[src/rtl/memory_arbiter_pkg.sv]
// Shared types for the memory arbiter: RAM handshake state, datapath word and FSM state.
package memory_arbiter_pkg;

    typedef logic [31:0] word_t;

    // RAM model status as seen by the arbiter.
    typedef enum logic [1:0] {
        FREE,
        BUSY,
        ACCESS,
        ERROR
    } ramstate_t;

    // Arbiter FSM: idle, data grant, instruction grant, sticky error.
    typedef enum logic [1:0] {
        IDLE,
        DACC,
        IACC,
        ERR
    } arb_state_t;

    // Width of the wait counter; TIMEOUT must fit in it.
    localparam int unsigned WAIT_W = 4;

    // A data request is either a read or a write.
    function automatic logic data_req(input logic ren, input logic wen);
        return ren | wen;
    endfunction

endpackage

[src/rtl/memory_arbiter_if.sv]
// Bundle of datapath-side and RAM-side signals around the memory arbiter.
// master: the arbiter itself. slave: the environment (datapath plus RAM model).
interface memory_arbiter_if;
    import memory_arbiter_pkg::*;

    // Instruction-fetch requester
    logic      iREN;
    word_t     iaddr;
    word_t     iload;
    logic      ihit;

    // Data-access requester
    logic      dREN;
    logic      dWEN;
    word_t     daddr;
    word_t     dstore;
    word_t     dload;
    logic      dhit;

    // RAM port
    logic      ramREN;
    logic      ramWEN;
    word_t     ramaddr;
    word_t     ramstore;
    word_t     ramload;
    ramstate_t ramstate;

    // Sticky error
    logic      merr;

    modport master (
        input  iREN, iaddr, dREN, dWEN, daddr, dstore, ramload, ramstate,
        output iload, ihit, dload, dhit, ramREN, ramWEN, ramaddr, ramstore, merr
    );

    modport slave (
        output iREN, iaddr, dREN, dWEN, daddr, dstore, ramload, ramstate,
        input  iload, ihit, dload, dhit, ramREN, ramWEN, ramaddr, ramstore, merr
    );

endinterface

[src/rtl/memory_arbiter_access_timer.sv]
// Wait counter for a granted RAM access: counts granted cycles without ACCESS and
// flags expiry on the TIMEOUT-th such cycle so the FSM can move to ERR that edge.
module memory_arbiter_access_timer
    import memory_arbiter_pkg::*;
#(
    parameter int unsigned TIMEOUT = 15
) (
    input  logic clk_i,
    input  logic rst_i,
    input  logic clr_i,
    input  logic en_i,
    output logic expired_o
);

    logic [WAIT_W-1:0] cnt_q;
    logic [WAIT_W-1:0] cnt_d;

    // Next count: clear wins over increment.
    always_comb begin
        cnt_d = cnt_q;
        if (clr_i) begin
            cnt_d = '0;
        end else if (en_i) begin
            cnt_d = cnt_q + 1'b1;
        end
    end

    // Counter register with synchronous reset.
    always_ff @(posedge clk_i) begin
        if (rst_i) begin
            cnt_q <= '0;
        end else begin
            cnt_q <= cnt_d;
        end
    end

    // Expires when this waiting cycle would bring the count up to TIMEOUT.
    assign expired_o = en_i && (cnt_q == WAIT_W'(TIMEOUT - 1));

endmodule

[src/rtl/memory_arbiter.sv]
// Shares one RAM port between instruction fetch and data access. A registered FSM
// grants one requester at a time; hits and loads are combinational from the grant
// and the RAM status. Data wins ties unless it won the previous grant.
module memory_arbiter
    import memory_arbiter_pkg::*;
#(
    parameter int unsigned TIMEOUT = 15
) (
    input  logic              CLK,
    input  logic              RST,
    memory_arbiter_if.master  arb_io
);

    arb_state_t state_q, state_d;
    logic       last_d_q, last_d_d;
    logic       merr_q, merr_d;

    logic       d_req;
    logic       granted;
    logic       req_live;
    logic       ram_access;
    logic       ram_error;
    logic       timer_en;
    logic       timer_exp;

    logic       ihit, dhit;
    logic       ram_ren, ram_wen;
    word_t      iload, dload, ram_addr, ram_store;

    assign d_req      = data_req(arb_io.dREN, arb_io.dWEN);
    assign ram_access = (arb_io.ramstate == ACCESS);
    assign ram_error  = (arb_io.ramstate == ERROR);
    assign granted    = (state_q == DACC) || (state_q == IACC);

    // Is the granted requester still asserting its request this cycle.
    always_comb begin
        req_live = 1'b0;
        unique case (state_q)
            DACC:    req_live = d_req;
            IACC:    req_live = arb_io.iREN;
            default: req_live = 1'b0;
        endcase
    end

    // Count only cycles where the grant is live and the RAM has not answered.
    assign timer_en = granted && req_live && !ram_access && !ram_error;

    memory_arbiter_access_timer #(
        .TIMEOUT (TIMEOUT)
    ) u_wait_timer (
        .clk_i     (CLK),
        .rst_i     (RST),
        .clr_i     (!granted),
        .en_i      (timer_en),
        .expired_o (timer_exp)
    );

    // RAM strobes, hits and loads from the current grant.
    always_comb begin
        ihit      = 1'b0;
        dhit      = 1'b0;
        iload     = '0;
        dload     = '0;
        ram_ren   = 1'b0;
        ram_wen   = 1'b0;
        ram_addr  = '0;
        ram_store = '0;
        unique case (state_q)
            DACC: begin
                if (d_req) begin
                    ram_wen   = arb_io.dWEN;
                    ram_ren   = arb_io.dREN & ~arb_io.dWEN;
                    ram_addr  = arb_io.daddr;
                    ram_store = arb_io.dstore;
                    if (ram_access) begin
                        dhit  = 1'b1;
                        dload = arb_io.ramload;
                    end
                end
            end
            IACC: begin
                if (arb_io.iREN) begin
                    ram_ren  = 1'b1;
                    ram_addr = arb_io.iaddr;
                    if (ram_access) begin
                        ihit  = 1'b1;
                        iload = arb_io.ramload;
                    end
                end
            end
            default: ;
        endcase
    end

    // Next-state, fairness and sticky-error logic.
    always_comb begin
        state_d  = state_q;
        last_d_d = last_d_q;
        merr_d   = merr_q;
        unique case (state_q)
            IDLE: begin
                if (d_req && !(arb_io.iREN && last_d_q)) begin
                    state_d = DACC;
                end else if (arb_io.iREN) begin
                    state_d = IACC;
                end
            end
            DACC, IACC: begin
                // A dropped request abandons the grant even if RAM reports ACCESS.
                if (!req_live) begin
                    state_d = IDLE;
                end else if (ram_access) begin
                    state_d = IDLE;
                end else if (ram_error || timer_exp) begin
                    state_d = ERR;
                end
            end
            ERR:     state_d = ERR;
            default: state_d = IDLE;
        endcase
        if (dhit) begin
            last_d_d = 1'b1;
        end else if (ihit) begin
            last_d_d = 1'b0;
        end
        if (state_d == ERR) begin
            merr_d = 1'b1;
        end
    end

    // FSM state register with synchronous reset.
    always_ff @(posedge CLK) begin
        if (RST) begin
            state_q  <= IDLE;
            last_d_q <= 1'b0;
            merr_q   <= 1'b0;
        end else begin
            state_q  <= state_d;
            last_d_q <= last_d_d;
            merr_q   <= merr_d;
        end
    end

    assign arb_io.ihit     = ihit;
    assign arb_io.iload    = iload;
    assign arb_io.dhit     = dhit;
    assign arb_io.dload    = dload;
    assign arb_io.ramREN   = ram_ren;
    assign arb_io.ramWEN   = ram_wen;
    assign arb_io.ramaddr  = ram_addr;
    assign arb_io.ramstore = ram_store;
    assign arb_io.merr     = merr_q;

endmodule

[src/flat_wrapper.sv]
// flat-port wrapper written by rule: the top's interface ports become plain ports
module memory_arbiter_flat import memory_arbiter_pkg::*;
#(
    parameter int unsigned TIMEOUT = 15
)
  (CLK, RST, arb_io_iREN, arb_io_iaddr, arb_io_dREN, arb_io_dWEN, arb_io_daddr, arb_io_dstore, arb_io_ramload, arb_io_ramstate, arb_io_iload, arb_io_ihit, arb_io_dload, arb_io_dhit, arb_io_ramREN, arb_io_ramWEN, arb_io_ramaddr, arb_io_ramstore, arb_io_merr);
  memory_arbiter_if arb_io_i ();
  input  logic CLK;
  input  logic RST;
  input wire logic [$bits(arb_io_i.iREN)-1:0] arb_io_iREN;
  input wire logic [$bits(arb_io_i.iaddr)-1:0] arb_io_iaddr;
  input wire logic [$bits(arb_io_i.dREN)-1:0] arb_io_dREN;
  input wire logic [$bits(arb_io_i.dWEN)-1:0] arb_io_dWEN;
  input wire logic [$bits(arb_io_i.daddr)-1:0] arb_io_daddr;
  input wire logic [$bits(arb_io_i.dstore)-1:0] arb_io_dstore;
  input wire logic [$bits(arb_io_i.ramload)-1:0] arb_io_ramload;
  input wire logic [$bits(arb_io_i.ramstate)-1:0] arb_io_ramstate;
  output wire logic [$bits(arb_io_i.iload)-1:0] arb_io_iload;
  output wire logic [$bits(arb_io_i.ihit)-1:0] arb_io_ihit;
  output wire logic [$bits(arb_io_i.dload)-1:0] arb_io_dload;
  output wire logic [$bits(arb_io_i.dhit)-1:0] arb_io_dhit;
  output wire logic [$bits(arb_io_i.ramREN)-1:0] arb_io_ramREN;
  output wire logic [$bits(arb_io_i.ramWEN)-1:0] arb_io_ramWEN;
  output wire logic [$bits(arb_io_i.ramaddr)-1:0] arb_io_ramaddr;
  output wire logic [$bits(arb_io_i.ramstore)-1:0] arb_io_ramstore;
  output wire logic [$bits(arb_io_i.merr)-1:0] arb_io_merr;
  assign arb_io_i.iREN = arb_io_iREN;
  assign arb_io_i.iaddr = arb_io_iaddr;
  assign arb_io_i.dREN = arb_io_dREN;
  assign arb_io_i.dWEN = arb_io_dWEN;
  assign arb_io_i.daddr = arb_io_daddr;
  assign arb_io_i.dstore = arb_io_dstore;
  assign arb_io_i.ramload = arb_io_ramload;
  assign arb_io_i.ramstate = arb_io_ramstate;
  assign arb_io_iload = arb_io_i.iload;
  assign arb_io_ihit = arb_io_i.ihit;
  assign arb_io_dload = arb_io_i.dload;
  assign arb_io_dhit = arb_io_i.dhit;
  assign arb_io_ramREN = arb_io_i.ramREN;
  assign arb_io_ramWEN = arb_io_i.ramWEN;
  assign arb_io_ramaddr = arb_io_i.ramaddr;
  assign arb_io_ramstore = arb_io_i.ramstore;
  assign arb_io_merr = arb_io_i.merr;
  memory_arbiter #(.TIMEOUT(TIMEOUT)) u_core (.CLK(CLK), .RST(RST), .arb_io(arb_io_i));
endmodule
[config.mk]
export PLATFORM = sky130hd
export DESIGN_NAME = memory_arbiter_flat
export DESIGN_NICKNAME = d
export VERILOG_FILES = /design/src/rtl/memory_arbiter_pkg.sv /design/src/rtl/memory_arbiter_if.sv /design/src/rtl/memory_arbiter_access_timer.sv /design/src/rtl/memory_arbiter.sv /design/src/flat_wrapper.sv
export SDC_FILE = /design/constraint.sdc
export NUM_CORES = 1
export LEC_CHECK = 0
export ABC_AREA = 1
export BUFFER_PORTS_ARGS = -buffer_cell sky130_fd_sc_hd__clkbuf_2
export CORE_AREA = 5 5 100 102
export CTS_CLUSTER_DIAMETER = 50
export DETAILED_ROUTE_END_ITERATION = 6
export DIE_AREA = 0 0 105 107
export PLACE_DENSITY_LB_ADDON = 0.08
export SLEW_MARGIN = 30
export SYNTH_ARGS = -nofsm -noshare
export SYNTH_HDL_FRONTEND = slang
export SYNTH_SLANG_ARGS = --single-unit
[constraint.sdc]
create_clock -name CLK -period 2.05 [get_ports CLK]
set_input_delay 0.205 -clock CLK [delete_from_list [all_inputs] [get_ports CLK]]
set_output_delay 0.205 -clock CLK [all_outputs]
set_load 0.01 [all_outputs]
# Word-level counts from Yosys, hierarchy flattened
# Cells that the tools add are included.
# totals
register_bits	8
in_bits	135
out_inout_bits	133
elab_cells	60
# op_classes
add_sub_neg	1
eq_ne	7
muxes	29
n_bitwise	4
n_reduce_logical	15
# op_table
operator	n
$mux 32	9
$pmux 32 s2	1
$mux 1	11
$eq 2x2->1 const B	5
$mux 2	5
$logic_and 1x1->1	6
$pmux 2 s3	1
$add 4x1->4 const B	1
$eq 4x4->1 const B	1
$pmux 1 s2	2
$reduce_or 2->1	2
$logic_not 1->1	3
$eq 2x1->1 const B	1
$logic_not 2->1	1
$logic_or 1x1->1	2
$not 1->1	2
$reduce_bool 2->1	1
$and 1x1->1	1
$or 1x1->1	1

# Depth between registers and ports, before layout
# Gate-level depths: netlist (run 1).
# depth
depth_word	12
ltp_mapped	11
mapped_depth_nobuf	10

# Modules after synthesis
# A second synthesis (run 1) with hierarchy kept.
# unflattened
hier_cells	368
area_unflattened_um2	1984.4
# by_module_without_submodules
mod	instances	cells_each	area_each_um2	seq_area_each_um2
memory_arbiter	1	342	1791.7	80.1
memory_arbiter_access_timer	1	26	192.7	80.1

# Worst setup path before layout (run 1)
# No wires, ideal clock.
# synth_path
path_kind	flip-flop to output port
startpoint	reg u_core.state_q[0]
endpoint	out arb_io_ramREN
arrival_time_ps	1366
t_required_ps	1845
slack_ps	479
stages_incl_launch_ff	6
path_buffers	1
cell_sequence	dfxtp_1 -> inv_1 -> ha_1 -> clkinv_1 -> clkbuf_1 -> a21oi_1
# synth_via
elab_chain_cells	2
elab_cells_between_ends	3
classes_between	eq/ne (2); mux (1)
# synth_rtl
element	line	text
start, declared	memory_arbiter.sv:14	arb_state_t state_q, state_d;
start signal, assigned	memory_arbiter.sv:138	state_q <= state_d;
$eq 2x2->1 or $eq 2x1->1 (tied branches)	memory_arbiter.sv:68	unique case (state_q)
$pmux 1 s2 *	memory_arbiter.sv:68	
end, declared	flat_wrapper.sv:22	output wire logic [$bits(arb_io_i.ramREN)-1:0] arb_io_ramREN;
# Every way passes the cells marked *; elsewhere a longest branch is shown, timed or not.

# Worst setup path after layout (run 1)
# layout_path
startpoint	reg u_core.state_q[0]
endpoint	out arb_io_ramaddr[5]
# layout_via
elab_chain_cells	2
elab_cells_between_ends	3
classes_between	eq/ne (2); mux (1)
# layout_rtl
element	line	text
$eq 2x2->1 or $eq 2x1->1 (tied branches)	memory_arbiter.sv:68	
$pmux 32 s2 *	memory_arbiter.sv:68	
end, declared	flat_wrapper.sv:24	output wire logic [$bits(arb_io_i.ramaddr)-1:0] arb_io_ramaddr;
# Marked as above.

==> results of run 1 <==
## logic make-up after synthesis
kind of cell / Yosys count / synth area share, %
AOI/OAI and AO/OA: 46 / 12.7
adders and majority gates: 8 / 5.31
DFF: 8 / 8.50
and+or+nand+nor: 195 / 49.7
buffers and inverters: 105 / 23.8
## cell usage after synthesis
cell type,n
sky130_fd_sc_hd__inv_1,73
sky130_fd_sc_hd__nand3_1,70
sky130_fd_sc_hd__nor2_1,70
sky130_fd_sc_hd__a21oi_1,39
sky130_fd_sc_hd__nor2_2,32
sky130_fd_sc_hd__nand2_1,13
sky130_fd_sc_hd__buf_2,12
sky130_fd_sc_hd__clkbuf_1,8
sky130_fd_sc_hd__dfxtp_1,8
sky130_fd_sc_hd__ha_1,8
sky130_fd_sc_hd__buf_6,5
sky130_fd_sc_hd__buf_1,3
sky130_fd_sc_hd__o21ai_0,3
sky130_fd_sc_hd__inv_2,2
sky130_fd_sc_hd__nand2_2,2
sky130_fd_sc_hd__a21oi_2,1
sky130_fd_sc_hd__a31oi_1,1
sky130_fd_sc_hd__and2_1,1
sky130_fd_sc_hd__and3_1,1
sky130_fd_sc_hd__clkinv_1,1
sky130_fd_sc_hd__inv_4,1
sky130_fd_sc_hd__nand2_4,1
sky130_fd_sc_hd__nand3b_1,1
sky130_fd_sc_hd__nand4_1,1
sky130_fd_sc_hd__nor2_4,1
sky130_fd_sc_hd__o21ai_1,1
sky130_fd_sc_hd__o21ai_2,1
sky130_fd_sc_hd__or2_0,1
sky130_fd_sc_hd__or2_1,1
## cell usage in the layout, fill, tap and decap left out, types with 6 or more instances in the layout
cell type                    n
sky130_fd_sc_hd__inv_1      73
sky130_fd_sc_hd__nand2_1    13
sky130_fd_sc_hd__nor2_1     70
sky130_fd_sc_hd__nand3_1    70
sky130_fd_sc_hd__ha_1        8
sky130_fd_sc_hd__buf_4       6
sky130_fd_sc_hd__nor2_2     32
sky130_fd_sc_hd__dfxtp_1     7
sky130_fd_sc_hd__clkbuf_2  267
sky130_fd_sc_hd__a21oi_1    39
## registers in the layout (all words and copies together) (netlist names)
signal / flops
u_core.state_q: 2
u_core.arb_io.merr: 1
u_core.u_wait_timer.cnt_q: 4
u_core.last_d_q: 1
## layout make-up
type	count	area (um2)	area share (%)
Clock buffer	3	41.3	1.22
Inverter	77	292	8.62
Multi-Input combinational cell	249	1270	37.7
Sequential cell	8	161	4.77
Tap cell	111	139	4.11
Timing Repair Buffer	278	1470	43.6
## metal layers
metal / vias to the layer above / part of all wire (%) / global-route usage, %
li1: 1614 / - / -
met1: 1278 / 35 / 16.2
met2: 140 / 54 / 29.8
met3: 10 / 8.9 / 3.31
met4: 0 / 1.6 / 4.02
met5: - / 0 / 0
## critical path, delay by kind of cell, from the launching register on
kind / cells / cell delay [ps]
buffers and inverters: 4 / 580
DFF: 1 / 380
AOI/OAI and AO/OA: 1 / 130
adders and majority gates: 1 / 350
## repair_timing
| action | 4_1_cts | 5_1_grt |
|---|---|---|
| setup endpoints to repair | 0 | 3 |
| gates resized for setup | 0 | 2 |
| setup buffers | 0 | 0 |
## worst paths after layout
path / from / end / slack [ps] / cells after the start
min: RST / u_core.last_d_q / 190 / 2
max: u_core.state_q[0] / arb_io_ramaddr[5] / 150 / 6
max reg2reg: u_core.state_q[0] / u_core.u_wait_timer.cnt_q[3] / 370 / 10
min reg2reg: u_core.arb_io.merr / u_core.arb_io.merr / 450 / 2
## per-stage QoR
step	std cells	hold slack (ps)	setup slack [ps]	power [mW]	cell area [um2]
after global routing	726	198	16.8	1.87	3380
after CTS	726	189	115	1.73	3380
after detailed placement	723	435	360	1.53	3330
after global placement	723	425	370	1.52	3330
final	726	185	146	1.70	3380
after floorplan	362	274	479	0.969	1880
## power breakdown
group          internal, mW  switching (mW)
registers             0.181          0.0210
logic                 0.507           0.800
clock network         0.128          0.0650
==> run metrics, run 1 <==
share of post-route cells with drive strength above 1=52.5%; starting density of the core=20.9%; final antenna diode count=0; Max Transition Viols Final=0; area growth from synthesis to final layout=79.4%; maximum operating frequency=525 MHz; worst clock skew=approximately 3.3 ps; ratio of total power to cell area=503 nW/um2; CTS clk-pin slew, worst paths=roughly 40 ps; number of antenna violations at the first check in global routing=0; DRC violation total after the first TritonRoute iteration=126; Final setup violation count=0; slew at the pin with the worst max-slew slack=350 ps; maximum count of clock buffers along a single path=2; cell at the root of the clock tree=sky130_fd_sc_hd__clkbuf_8; global-route usage over all layers=around 15%; number of max-cap violations=0; Worst Hold Class=input port to register; total vias in the final route=3,042; outcome=complete, no violations; floorplan die height=107 um; clock buffers created by TritonCTS=3; core area=9020 um2; chip width=about 110 um; Sum Neg Setup Slack=0 ps; standby leakage power=2.15 nW; clock latency at the later pin of the worst-skew pair=230 ps; Critical Path Start Type=register; number of nets in the layout=760; final weighted congestion in routability-driven placement=0.784; Seq cells post-synth=8; hpwl dp=8210 um; Clock Sink Count=8; period utilization=between 90% and 100%; crit path max-delay cell type=sky130_fd_sc_hd__dfxtp_1; number of distinct library cell variants in the gate-level netlist after synthesis=29; fin crit period=approximately 1900 ps; headroom to the max-slew limit=~77%; wire length of the first global-routing pass=14,300 um; biggest area contributors in the synthesized netlist=sky130_fd_sc_hd__nand3_1, sky130_fd_sc_hd__inv_1, sky130_fd_sc_hd__nor2_1; total global routing overflow=0; Site Rows=35; fill count=1,063; number of top-level design ports=268; first-pass detailed-route iteration total=4; via count of the first global-routing pass=2,856; synthesis warning total=0; Crit Path Class=register to output pin; unrepaired setup endpoints after global routing=no; count of unresolved DRC violations after routing=0; routed length per placed instance=13.1 um; share of the yosys chip area belonging to registers=8.50%; CTS tree=done; kind of capture point of the worst setup path=output pin; Detail Route Antenna Nets=0; post-synthesis area per instance=5.21 um2; average vias per placed instance=4.19; endpoint required time on the critical path=1850 ps; area of the die=11,200 um2; maximum level of the CTS H-tree=1; post-synth top area share=a little under a fifth; VDD IR max=approximately 0.24 mV; quantity of I/O buffers inserted on ports=267; final core utilization=37.5%; Post-Synthesis Net Count=505; Worst path max stage delay=380 ps; largest fanout of any net on the critical path=33; arrival time of the worst setup path=around 1700 ps; Final Hold Violating Endpoints=0; cell count after synthesis=362; largest area contributor in the synthesized netlist=sky130_fd_sc_hd__nand3_1; overall routed net length=around 9500 um; Syn Std Cell Area=1880 um2; hold buffer count at CTS=0; maximum number of pins on one net before global-route repair=34; Cell Chain, Critical Path=inv_1, ha_1, clkinv_1, buf_12, a21oi_1, clkbuf_2
No activity file was read; power rests on OpenSTA's default activity.
==> inputs of run 2 (changes only) <==
--- a/config.mk
+++ b/config.mk
@@ -12,6 +12,7 @@
 export DETAILED_ROUTE_END_ITERATION = 6
 export DIE_AREA = 0 0 105 107
 export PLACE_DENSITY_LB_ADDON = 0.08
+export RECOVER_POWER = 25
 export SLEW_MARGIN = 30
 export SYNTH_ARGS = -nofsm -noshare
 export SYNTH_HDL_FRONTEND = slang
==> run metrics, run 2 (same netlist as run 1, synthesis figures left out) <==
standby leakage power=2.07 nW (-4.0%); CTS tree=done; largest registers=u_core.u_wait_timer.cnt_q (4), u_core.state_q (2); headroom to the max-slew limit=76.6% (about the same); maximum level of the CTS H-tree=1 (unchanged); fin crit period=1900 ps (+0.650 ps); Clock power frac=11.4% (about the same); chip width=105 um (unchanged); clock latency at the later pin of the worst-skew pair=230 ps (about the same); flip-flop count of the largest register, all copies and words added=4 (unchanged); Power Internal=803 uW (-1.6%); starting density of the core=20.9% (unchanged); maximum count of clock buffers along a single path=2 (unchanged); register with the highest flop count=u_core.u_wait_timer.cnt_q; total vias in the final route=3,043 (+0.033%); maximum operating frequency=525 MHz (about the same); floorplan die height=107 um (unchanged); largest fanout of any net on the critical path=33 (unchanged); kind of capture point of the worst setup path=output pin; number of top-level design ports=268 (unchanged); setup slack after layout=146 ps (-0.650 ps); cell area after placement=3330 um2 (unchanged); Site Rows=35 (unchanged); commonest non-fill, non-tap cell in the layout=sky130_fd_sc_hd__clkbuf_2; overall routed net length=9520 um (+0.32%); switching power of the nets=885 uW (about the same); total global routing overflow=0 (unchanged); routed length per placed instance=13.1 um (+0.32%); Sum Neg Setup Slack=0 ps (unchanged); Crit Path Class=register to output pin; first-pass detailed-route iteration total=4 (unchanged); outcome=complete, no violations; clock buffers created by TritonCTS=3 (unchanged); Final Hold Violating Endpoints=0 (unchanged); count of unresolved DRC violations after routing=0 (unchanged); maximum number of pins on one net before global-route repair=34 (unchanged); Worst Hold Class=input port to register; VDD IR max=0.246 mV (+0.51%); combinational cell fraction of total power=76.6% (-0.2 points); post-route design area=3350 um2 (-1.0%); Clock Sink Count=8 (unchanged); number of antenna violations at the first check in global routing=0 (unchanged); ratio of total power to cell area=504 nW/um2 (+0.18%); Detail Route Antenna Nets=0 (unchanged); area of the die=11,200 um2 (unchanged); slew at the pin with the worst max-slew slack=350 ps (+0.645 ps); arrival time of the worst setup path=1700 ps (about the same); area growth from synthesis to final layout=77.6%; global-route usage over all layers=15.2% (unchanged); period utilization=92.9% (about the same); core area=9020 um2 (unchanged); most frequent cells in the layout=sky130_fd_sc_hd__clkbuf_2, sky130_fd_sc_hd__inv_1, sky130_fd_sc_hd__nand3_1, sky130_fd_sc_hd__nor2_1, sky130_fd_sc_hd__a21oi_1; fill count=1,078 (+1.4%); cell at the root of the clock tree=sky130_fd_sc_hd__clkbuf_8; share of post-route cells with drive strength above 1=48.3% (-4.2 points); final weighted congestion in routability-driven placement=0.784 (unchanged); endpoint required time on the critical path=1850 ps (about the same); number of buffers inserted to repair setup after CTS=0 (unchanged); setup slack after placement=360 ps (unchanged); sequential fraction of design power=12.0% (about the same); final antenna diode count=0 (unchanged); wire length of the first global-routing pass=14,300 um (unchanged); unrepaired setup endpoints after global routing=no; Critical Path Start Type=register; quantity of I/O buffers inserted on ports=267 (unchanged); via count of the first global-routing pass=2,856 (unchanged); worst clock skew=3.34 ps (-0.0000300 ps); Max Transition Viols Final=0 (unchanged); CTS clk-pin slew, worst paths=40 ps (about the same); DRC violation total after the first TritonRoute iteration=123 (-2.4%); switching share of total power=52.4% (+0.38 points); Final setup violation count=0 (unchanged); number of nets in the layout=760 (unchanged); hpwl dp=8210 um (unchanged); number of max-cap violations=0 (unchanged); average vias per placed instance=4.19 (about the same)
run 2: changes by cell type in the layout (fill, tap and decap cells not counted):
cell,before,now
sky130_fd_sc_hd__clkbuf_2,267,242
sky130_fd_sc_hd__nand2_1,13,14
sky130_fd_sc_hd__nand2_2,2,1
sky130_fd_sc_hd__clkbuf_1,0,25
sky130_fd_sc_hd__buf_4,6,5
sky130_fd_sc_hd__clkbuf_4,0,1
run 2: worst paths after layout:
kind,startpoint,end,slack (ps),depth (start not counted)
worst max-delay path,u_core.state_q[0],arb_io_ramaddr[5],150,6
worst min register to register,u_core.arb_io.merr,u_core.arb_io.merr,450,2
worst min-delay path,RST,u_core.last_d_q,190,2
worst max register to register,u_core.state_q[0],u_core.u_wait_timer.cnt_q[3],350,10
run 2: worst max-delay path, cell delays in order, from the launching register on:
cell and delay (ps):
sky130_fd_sc_hd__dfxtp_1 380, sky130_fd_sc_hd__inv_1 120, sky130_fd_sc_hd__ha_1 350, sky130_fd_sc_hd__clkinv_1 130, sky130_fd_sc_hd__buf_12 180, sky130_fd_sc_hd__a21oi_1 130, sky130_fd_sc_hd__clkbuf_2 150
run 2: final cells by class:
| cell class | count | area [um2] | area share, % |
|---|---|---|---|
| clock buffers | 3 | 41.3 | 1.23 |
| repair buffers | 278 | 1440 | 43.1 |
| inverters | 77 | 292 | 8.71 |
| well taps | 111 | 139 | 4.15 |
| multi-input cells | 249 | 1270 | 38.0 |
| flip-flops and latches | 8 | 161 | 4.82 |
run 2: per-layer routing:
metal	vias up	part of all wire, %	routed length (um)	track usage (%)
li1	1613	-	-	-
met1	1282	36	3410	16.2
met2	138	54	5140	29.8
met3	10	8.6	818	3.31
met4	0	1.6	151	4.02
met5	-	0	0	0
run 2: metrics by stage:
stage	instances	power [mW]	hold WS [ps]	util, %
after global routing	726	1.85	198	37.1
after CTS	726	1.73	189	37.4
after detailed placement	723	1.53	435	37.0
final	726	1.69	186	37.1
after global placement	723	1.52	425	37.0
after floorplan	362	0.969	274	-
run 2: power groups by stage:
stage          combinational, mW  clock [mW]  sequential (mW)
2_1_floorplan              0.766           0            0.203
3_3_place_gp                1.32           0            0.201
3_5_place_dp                1.33           0            0.203
4_1_cts                     1.33       0.203            0.200
5_1_grt                     1.43       0.213            0.205
6_report                    1.29       0.193            0.202
run 2: what timing repair did:
item | CTS | global route
gates resized for setup | 0 | 2
endpoints found under the setup margin | 0 | 3
hold buffers | 0 | 0
==> inputs of run 3 (changes only) <==
--- a/config.mk
+++ b/config.mk
@@ -5,14 +5,12 @@
 export SDC_FILE = /design/constraint.sdc
 export NUM_CORES = 1
 export LEC_CHECK = 0
-export ABC_AREA = 1
 export BUFFER_PORTS_ARGS = -buffer_cell sky130_fd_sc_hd__clkbuf_2
 export CORE_AREA = 5 5 100 102
 export CTS_CLUSTER_DIAMETER = 50
 export DETAILED_ROUTE_END_ITERATION = 6
 export DIE_AREA = 0 0 105 107
 export PLACE_DENSITY_LB_ADDON = 0.08
-export RECOVER_POWER = 25
 export SLEW_MARGIN = 30
 export SYNTH_ARGS = -nofsm -noshare
 export SYNTH_HDL_FRONTEND = slang
==> run metrics, run 3 <==
number of distinct library cell variants in the gate-level netlist after synthesis=35 (+21%); setup slack after placement=216 ps (-144 ps); outcome=complete, no violations; top cell types by occurrence after synthesis=sky130_fd_sc_hd__and2_1, sky130_fd_sc_hd__and3_1, sky130_fd_sc_hd__nor2b_1, sky130_fd_sc_hd__a22oi_1, sky130_fd_sc_hd__clkbuf_1; hpwl dp=8460 um (+2.9%); logic depth of the worst register-to-register path=6 (-4); hold-critical path depth=2 (unchanged); number of antenna violations at the first check in global routing=0 (unchanged); period utilization=96.3% (+3.4 points); chip width=105 um (unchanged); arrival time of the worst setup path=1770 ps (+70 ps); final antenna diode count=0 (unchanged); total area of multi-input combinational cells=1450 um2 (+14%); cell at the root of the clock tree=sky130_fd_sc_hd__clkbuf_8; synthesis warning total=0 (unchanged); count of unresolved DRC violations after routing=0 (unchanged); maximum number of pins on one net before global-route repair=54 (+59%); largest fanout of any net on the critical path=21 (-36%); area growth from synthesis to final layout=93.2%; launch point of the critical path=u_core.state_q[1]; clock buffers created by TritonCTS=3 (unchanged); worst clock skew=0.460 ps (-2.88 ps); cell with the most instances after synthesis=sky130_fd_sc_hd__and2_1; biggest area contributors in the synthesized netlist=sky130_fd_sc_hd__and2_1, sky130_fd_sc_hd__a22oi_1, sky130_fd_sc_hd__and3_1; wire length of the first global-routing pass=14,900 um (+4.3%); share of post-route cells with drive strength above 1=58.0% (+9.7 points); setup slack after layout=76.6 ps (-69.2 ps); number of max-cap violations=0 (unchanged); worst setup path endpoint=arb_io_dload[27]; Detail Route Antenna Nets=0 (unchanged); Seq cells post-synth=8 (unchanged); average vias per placed instance=4.41 (+5.2%); endpoint required time on the critical path=1850 ps (about the same); largest area contributor in the synthesized netlist=sky130_fd_sc_hd__and2_1; most frequent cells in the layout=sky130_fd_sc_hd__clkbuf_2, sky130_fd_sc_hd__and2_1, sky130_fd_sc_hd__nor2b_1, sky130_fd_sc_hd__and3_1, sky130_fd_sc_hd__a22oi_1; register with the highest flop count=u_core.u_wait_timer.cnt_q; largest registers=u_core.u_wait_timer.cnt_q (4), u_core.state_q (2); Final setup violation count=0 (unchanged); Critical Path Start Type=register; global-route usage over all layers=16.1% (+0.90 points); core area=9020 um2 (unchanged); maximum count of clock buffers along a single path=2 (unchanged); DRC violation total after the first TritonRoute iteration=202 (+64%); VDD IR max=0.572 mV (+130%); floorplan die height=107 um (unchanged); quantity of I/O buffers inserted on ports=267 (unchanged); Post-Synthesis Net Count=393 (-22%); via count of the first global-routing pass=2,568 (-10%); FFs w/ async S/R, synth=0% (unchanged); number of enable flip-flop cells after synthesis=0 (unchanged); fin crit period=1970 ps (+69.2 ps); total power of the final layout=2.49 mW (+48%); post-synthesis area per instance=6.90 um2 (+32%); starting density of the core=19.1% (-1.8 points); ratio of total power to cell area=748 nW/um2 (+48%); number of nets in the layout=654 (-14%); post-synth top area share=24.7% (+6.1 points); Max Transition Viols Final=0 (unchanged); Sum Neg Setup Slack=0 ps (unchanged); maximum level of the CTS H-tree=1 (unchanged); number of top-level design ports=268 (unchanged); kind of capture point of the worst setup path=output pin; worst r2r dst=u_core.u_wait_timer.cnt_q[1]; maximum operating frequency=507 MHz (-3.5%); Worst Hold Class=input port to register; total global routing overflow=0 (unchanged); setup slack of the most critical reg-to-reg path=420 ps (+70 ps); fill count=1,017 (-5.7%); Final Hold Violating Endpoints=0 (unchanged); slew at the pin with the worst max-slew slack=313 ps (-37.4 ps); total vias in the final route=2,734 (-10%); CTS tree=done; cell count after synthesis=250 (-31%); Site Rows=35 (unchanged); Crit Path Class=register to output pin; CTS clk-pin slew, worst paths=40 ps (about the same); most used flip-flop cell after synthesis=sky130_fd_sc_hd__dfxtp_1; headroom to the max-slew limit=79.1% (+2.5 points); beginning of the worst register-to-register path=u_core.state_q[1]; share of the yosys chip area belonging to registers=9.29% (+0.79 points); register area=161 um2 (unchanged); flip-flop count of the largest register, all copies and words added=4 (unchanged); overall routed net length=10,300 um (+7.9%); final weighted congestion in routability-driven placement=0.806 (+2.7%); clock latency at the later pin of the worst-skew pair=220 ps (about the same); Clock Sink Count=8 (unchanged); routed length per placed instance=16.6 um (+26%); area of the die=11,200 um2 (unchanged); standby leakage power=1.96 nW (-5.0%); commonest non-fill, non-tap cell in the layout=sky130_fd_sc_hd__clkbuf_2; first-pass detailed-route iteration total=4 (unchanged); Syn Std Cell Area=1720 um2 (-8.5%)
-- run 3: report_power, final --
group	switching, mW	total, mW	internal, mW
Combinational	1.10	2.09	0.990
Sequential	0.0316	0.219	0.187
Clock	0.0581	0.185	0.127
Total	1.19	2.49	1.30
-- run 3: layout make-up --
cell class / instances / area share (%)
inverter: 5 / 0.676
timing repair buffer: 279 / 45.2
multi-input combinational: 213 / 43.6
sequential: 8 / 4.85
clock buffer: 3 / 1.24
tap: 111 / 4.17
timing repair inverter: 1 / 0.225
-- run 3: kinds of logic (layout without fill, tap and decap cells) --
group           count (synthesis)  in the layout  synth area share (%)
buf+inv                        29            288                  7.26
xor+xnor                        2              2                  1.02
flops                           8              8                  9.29
simple gates                  155            155                  54.6
fa+ha+maj                       8              8                  5.81
compound gates                 48             48                  22.0
-- run 3: critical path, cell delays in order, from the launching register on --
cell                        delay (ps)
sky130_fd_sc_hd__dfxtp_1           400
sky130_fd_sc_hd__inv_1             120
sky130_fd_sc_hd__ha_1              250
sky130_fd_sc_hd__o21a_4            160
sky130_fd_sc_hd__buf_4             150
sky130_fd_sc_hd__clkbuf_16         170
sky130_fd_sc_hd__and3_1            160
sky130_fd_sc_hd__clkbuf_2          130
-- run 3: repair_timing --
action                                  CTS  global route
buffers inserted                          3             2
hold buffers                              0             0
endpoints found under the hold margin     0             0
endpoints found under the setup margin   33            33
resized for setup                         4             7
cloned                                    1             2
-- run 3: per-stage QoR --
stage                     instances  hold WS (ps)  instance area [um2]  util [%]
after floorplan                 250           277                 1720         -
after global placement          609           405                 3160      35.0
after detailed placement        609           407                 3160      35.0
after CTS                       616           174                 3240      35.9
after global routing            620           202                 3330      36.9
final                           620           175                 3330      36.9
-- run 3: worst min path at each step --
stage	startpoint	to	slack, ps
2_1_floorplan	RST	u_core.last_d_q	280
3_3_place_gp	RST	u_core.last_d_q	400
3_5_place_dp	RST	u_core.last_d_q	410
4_1_cts	RST	u_core.last_d_q	170
5_1_grt	RST	u_core.last_d_q	200
6_report	RST	u_core.last_d_q	170
-- run 3: per-layer routing --
| metal | track usage [%] | part of all wire (%) | up-vias |
|---|---|---|---|
| li1 | - | - | 1380 |
| met1 | 18.8 | 38 | 1236 |
| met2 | 30.8 | 54 | 112 |
| met3 | 3.19 | 6.7 | 6 |
| met4 | 2.10 | 0.71 | 0 |
| met5 | 0 | 0 | - |
